## src/rtl/mem_port_arbiter.sv

```systemverilog
// mem_port_arbiter: shares one dual-byte synchronous memory between port A (fetch) and port B (load/store)
//   Ports: clk, rst_n (asynchronous, active-low)
//          A: a_req, a_addr in; a_ack, a_rdata_high/_low out (port A is read-only)
//          B: b_req, b_we, b_addr, b_wdata_high/_low in; b_ack, b_rdata_high/_low out
//          memory: mem_address, mem_data_write_high/_low, mem_we out; mem_data_read_high/_low in
//          busy out (access in ISSUE or RESP)
//   Macro MEM_ARB_FIXED_PRIO_EN: when defined, port A always wins ties; default is round-robin.
module mem_port_arbiter #(
    parameter int data_width = 8,
    parameter int addr_width = 16
) (
    input  logic                  clk,
    input  logic                  rst_n,
    input  logic                  a_req,
    input  logic [addr_width-1:0] a_addr,
    output logic                  a_ack,
    output logic [data_width-1:0] a_rdata_high,
    output logic [data_width-1:0] a_rdata_low,
    input  logic                  b_req,
    input  logic                  b_we,
    input  logic [addr_width-1:0] b_addr,
    input  logic [data_width-1:0] b_wdata_high,
    input  logic [data_width-1:0] b_wdata_low,
    output logic                  b_ack,
    output logic [data_width-1:0] b_rdata_high,
    output logic [data_width-1:0] b_rdata_low,
    output logic [addr_width-1:0] mem_address,
    output logic [data_width-1:0] mem_data_write_high,
    output logic [data_width-1:0] mem_data_write_low,
    output logic                  mem_we,
    input  logic [data_width-1:0] mem_data_read_high,
    input  logic [data_width-1:0] mem_data_read_low,
    output logic                  busy
);
    typedef enum logic [1:0] {IDLE, ISSUE, RESP} state_t;

    state_t                state, state_nx;
    logic                  grant, grant_nx;
    logic                  take, take_b, tie_b;
    logic [addr_width-1:0] address_nx;
    logic [data_width-1:0] write_high_nx, write_low_nx;
    logic                  we_nx, a_ack_nx, b_ack_nx;

`ifdef MEM_ARB_FIXED_PRIO_EN
    assign tie_b = 1'b0;
`else
    logic last_grant;
    // a tie goes to whichever port was not served last; B at reset so A wins the first tie
    assign tie_b = ~last_grant;
    always_ff @(posedge clk or negedge rst_n)
        if (!rst_n) last_grant <= 1'b1;
        else if (take) last_grant <= take_b;
`endif

    always_comb begin
        take     = 1'b0;
        take_b   = 1'b0;
        a_ack_nx = 1'b0;
        b_ack_nx = 1'b0;
        case (state)
            IDLE: begin
                take   = a_req | b_req;
                take_b = b_req & (~a_req | tie_b);
            end
            ISSUE: begin
                a_ack_nx = ~grant;
                b_ack_nx = grant;
            end
            // the acked port still shows req this cycle, so only the other one may be served
            RESP: begin
                take   = grant ? a_req : b_req;
                take_b = ~grant;
            end
            default: ;
        endcase
        state_nx      = take ? ISSUE : (state == ISSUE ? RESP : IDLE);
        grant_nx      = take ? take_b : grant;
        address_nx    = take ? (take_b ? b_addr : a_addr) : mem_address;
        we_nx         = take & take_b & b_we;
        write_high_nx = take & take_b ? b_wdata_high : mem_data_write_high;
        write_low_nx  = take & take_b ? b_wdata_low : mem_data_write_low;
    end

    always_ff @(posedge clk or negedge rst_n)
        if (!rst_n) begin
            state               <= IDLE;
            grant               <= 1'b0;
            mem_address         <= '0;
            mem_we              <= 1'b0;
            mem_data_write_high <= '0;
            mem_data_write_low  <= '0;
            a_ack               <= 1'b0;
            b_ack               <= 1'b0;
        end else begin
            state               <= state_nx;
            grant               <= grant_nx;
            mem_address         <= address_nx;
            mem_we              <= we_nx;
            mem_data_write_high <= write_high_nx;
            mem_data_write_low  <= write_low_nx;
            a_ack               <= a_ack_nx;
            b_ack               <= b_ack_nx;
        end

    assign busy         = state != IDLE;
    assign a_rdata_high = mem_data_read_high;
    assign a_rdata_low  = mem_data_read_low;
    assign b_rdata_high = mem_data_read_high;
    assign b_rdata_low  = mem_data_read_low;
endmodule

```

## config.mk

```make
export PLATFORM = sky130hd
export DESIGN_NAME = mem_port_arbiter
export DESIGN_NICKNAME = d
export VERILOG_FILES = /design/src/rtl/mem_port_arbiter.sv
export SDC_FILE = /design/constraint.sdc
export NUM_CORES = 1
export LEC_CHECK = 0
export BUFFER_PORTS_ARGS = -buffer_cell sky130_fd_sc_hd__buf_2
export CORE_AREA = 2 2 78 80
export DETAILED_ROUTE_END_ITERATION = 7
export DIE_AREA = 0 0 80 82
export PLACE_DENSITY = 0.75
export SKIP_LAST_GASP = 1
export SLEW_MARGIN = 20
export SYNTH_ARGS = -nofsm -noshare
export SYNTH_HDL_FRONTEND = slang
export SYNTH_SLANG_ARGS = --single-unit
```

## constraint.sdc

```tcl
create_clock -name clk -period 1.52 [get_ports clk]
set_input_delay 0.152 -clock clk [delete_from_list [all_inputs] [get_ports clk]]
set_output_delay 0.152 -clock clk [all_outputs]
set_load 0.01 [all_outputs]
```

==> metrics.md <==
| Metric | Value |
|---|---|
| Multi-input gate area | about 800 um^2 |
| Setup Total Neg Slack | 0 ps |
| Wirelength, routed | 4435 um |
| Syn_nets | 267 |
| Pwr Density | approximately 2000 nW/um^2 |
| LEAKAGE | about 1.3 nW |
| GPL Wtd Cong | roughly 0.74 |
| CP endpoint kind | flop |
| Clock buffers created by TritonCTS | 5 |
| Synth area leader | dfrtp_1 |
| Post-route cell area | 2585 um^2 |
| Vias in the first global route | roughly 1500 |
| Initial antenna violation count | 0 |
| Die Span Y | around 80 um |
| Initial DRC count | 46 |
| IO Pins | approximately 140 |
| Area Growth Syn to Fin | 21.67% |
| Power Total | between 5 and 6 mW |
| Fin nets | 331 |
| Flip-flop and latch area | 977.2 um^2 |
| Setup WS post-layout | between 60 and 70 ps |
| GRT Total Usage | 13.68% |
| Unrepaired setup endpoints after global routing | false |
| N_diodes | 0 |
| DRT antenna net count | 0 |
| H-tree levels | 2 |
| Largest cells by area after synthesis | dfrtp_1 (45%), buf_4 (11%), mux2_2 (8.5%) |
| Chip Width | 80 um |
| Port buffer count | roughly 90 |
| Hpwl dp | 3267 um |
| Most numerous cell in the Yosys netlist | dfrtp_1 |
| Initial core utilization | 36.98% |
| Post-synth top cells | dfrtp_1 (38), buf_4 (32), nor2_1 (19) |
| Routed via count | 1618 |
| Cell Count, Final, Fillers Out | 338 |
| Core ar. | 5746 um^2 |
| Tmin final | ~1500 ps |
| CTS sink count | 39 |
| Share of layout cells above drive strength 1 | between 50 and 60% |
| DRC Markers | 0 |
| Synth Instances | between 150 and 200 |
| Yosys top cell area share | between 40% and 50% |
| Max Clk Rate | slightly below 700 MHz |
| Crit path DAT | approximately 1600 ps |
| Yosys cell types | 24 |
| Clock buffer depth | 2 |
| WP data required | approximately 1700 ps |
| Worst-margin pin slew | 332.7 ps |
| Max Cap Viol | 0 |
| Max IR drop VDD | between 0.7 and 0.8 mV |
| DP Worst Slack | -13.40 ps |
| Worst-skew pair later-pin latency | 290 ps |
| Largest net degree at the start of global routing | 20 |
| Synth Flop Type | dfrtp_1 |
| Via density | 4.787 |
| Root buf cell | clkbuf_8 |
| CTS tree | done |
| Kind of critical path | flop to flop |
| Setup Fix Bufs, Post-CTS | 0 |
| Fin. Hold Viols | 0 |
| Post-Route Skew | ~8.6 ps |
| Tcrit/Tclk final | ~96% |
| Status | complete, no violations |
| Yosys reg bits | 39 |
| Crit-path max FO | 16 |
| Wire length of the first global-routing pass | about 6900 um |
| Fin. max-slew vios | 0 |
| Final setup viols | 0 |
| Syn Area/Cell | ~11 um^2 |
| FILL cells | 569 |
| Sequential area share after synthesis | 46.00% |
| Post-synth EDFFs | 0 |
| Relative slew slack | about 78% |
| Worst min-delay path category | input pin to flop |
| Die area | between 6000 and 7000 um^2 |
| Global route total overflow | 0 |
| Post-Syn Area | around 2100 um^2 |
| Final Util | about 45% |
| Reg clk slew, reported paths | ~80 ps |
| Yosys warns | 0 |
| Avg WL per Cell | about 13 um |
| Ys async rst share | between 90% and 100% |
| Final hold slack | 65.48 ps |
| R2R Setup Slk | roughly 64 ps |
| Placed cell count | approximately 330 |
| Startpoint types | flop |
| DRT Pass-1 Iters | 4 |
| # rows | 28 |
| Placed inst area | 2459 um^2 |
-- layout by cell type, fill, tap and decap left out, drive strengths merged, types with 2 or more instances in the layout --
cell type  Yosys  final
a31oi         16     16
mux2          16     16
inv            4      4
nand2b         2      2
nor2          19     19
nor3           2      2
clkbuf         5      5
dfrtp         38     38
o21ai         19     19
clkinv         0      2
mux2i         16     16
and2          17     17
buf           37     98
-- per-layer routing --
metal  share of wire (%)  GRT usage (%)  up-vias
met2                  49          22.92       66
met5                   0              0        -
met1                  42          16.66      768
li1                    -              -      776
met3                 7.7          3.077        8
met4                 2.0          6.780        0
-- area by class of cell --
class / instances / share of cell area [%]
flip-flops and latches: 39 / 37.80
repair buffers: 99 / 21.78
multi-input cells: 113 / 31.85
clock buffers: 5 / 2.662
well taps: 75 / 3.630
inverters: 4 / 0.5808
clock inverters: 3 / 1.694
-- worst paths after layout --
path / startpoint / endpoint / cells past startpoint
setup / recovery: last_grant / mem_address[0] / 5
hold / removal: b_we / mem_we / 3
setup reg to reg: last_grant / mem_address[0] / 5
hold reg to reg: last_grant / last_grant / 2
max in group asynchronous: rst_n / mem_address[0] / 3
min in group asynchronous: rst_n / grant / 2
-- registers in the layout (all words and copies together) (netlist names) --
signal and flops:
b_ack 1, mem_data_write_low 8, mem_data_write_high 8, last_grant 1
mem_we 1, a_ack 1, grant 1, state 2
mem_address 16
-- cells by family (layout without fill, tap and decap cells) --
logic type | count (synthesis) | in the layout | synth area share (%)
muxes | 32 | 32 | 16.02
buffers and inverters | 46 | 111 | 15.43
AOI/OAI and AO/OA | 37 | 37 | 10.95
DFF | 39 | 39 | 46.00
and+or+nand+nor | 44 | 44 | 11.60
-- worst max-delay path: stages (launching register included) --
cell and delay, ps:
dfstp_2 370, and2_4 130, or3b_4 380, buf_12 170, mux2i_1 180, a31oi_1 100
-- timing repair --
action | 4_1_cts | 5_1_grt
hold buffers | 1 | 0
endpoints found under the setup margin | 7 | 5
endpoints found under the hold margin | 11 | 0
resized for setup | 1 | 1
-- report_power, final --
part,total (mW),internal [mW],switching (mW)
Sequential,1.85,1.57,0.275
Clock,0.861,0.489,0.372
Combinational,2.49,1.25,1.24
Total,5.19,3.30,1.89
(Power assumes the default switching activity.)
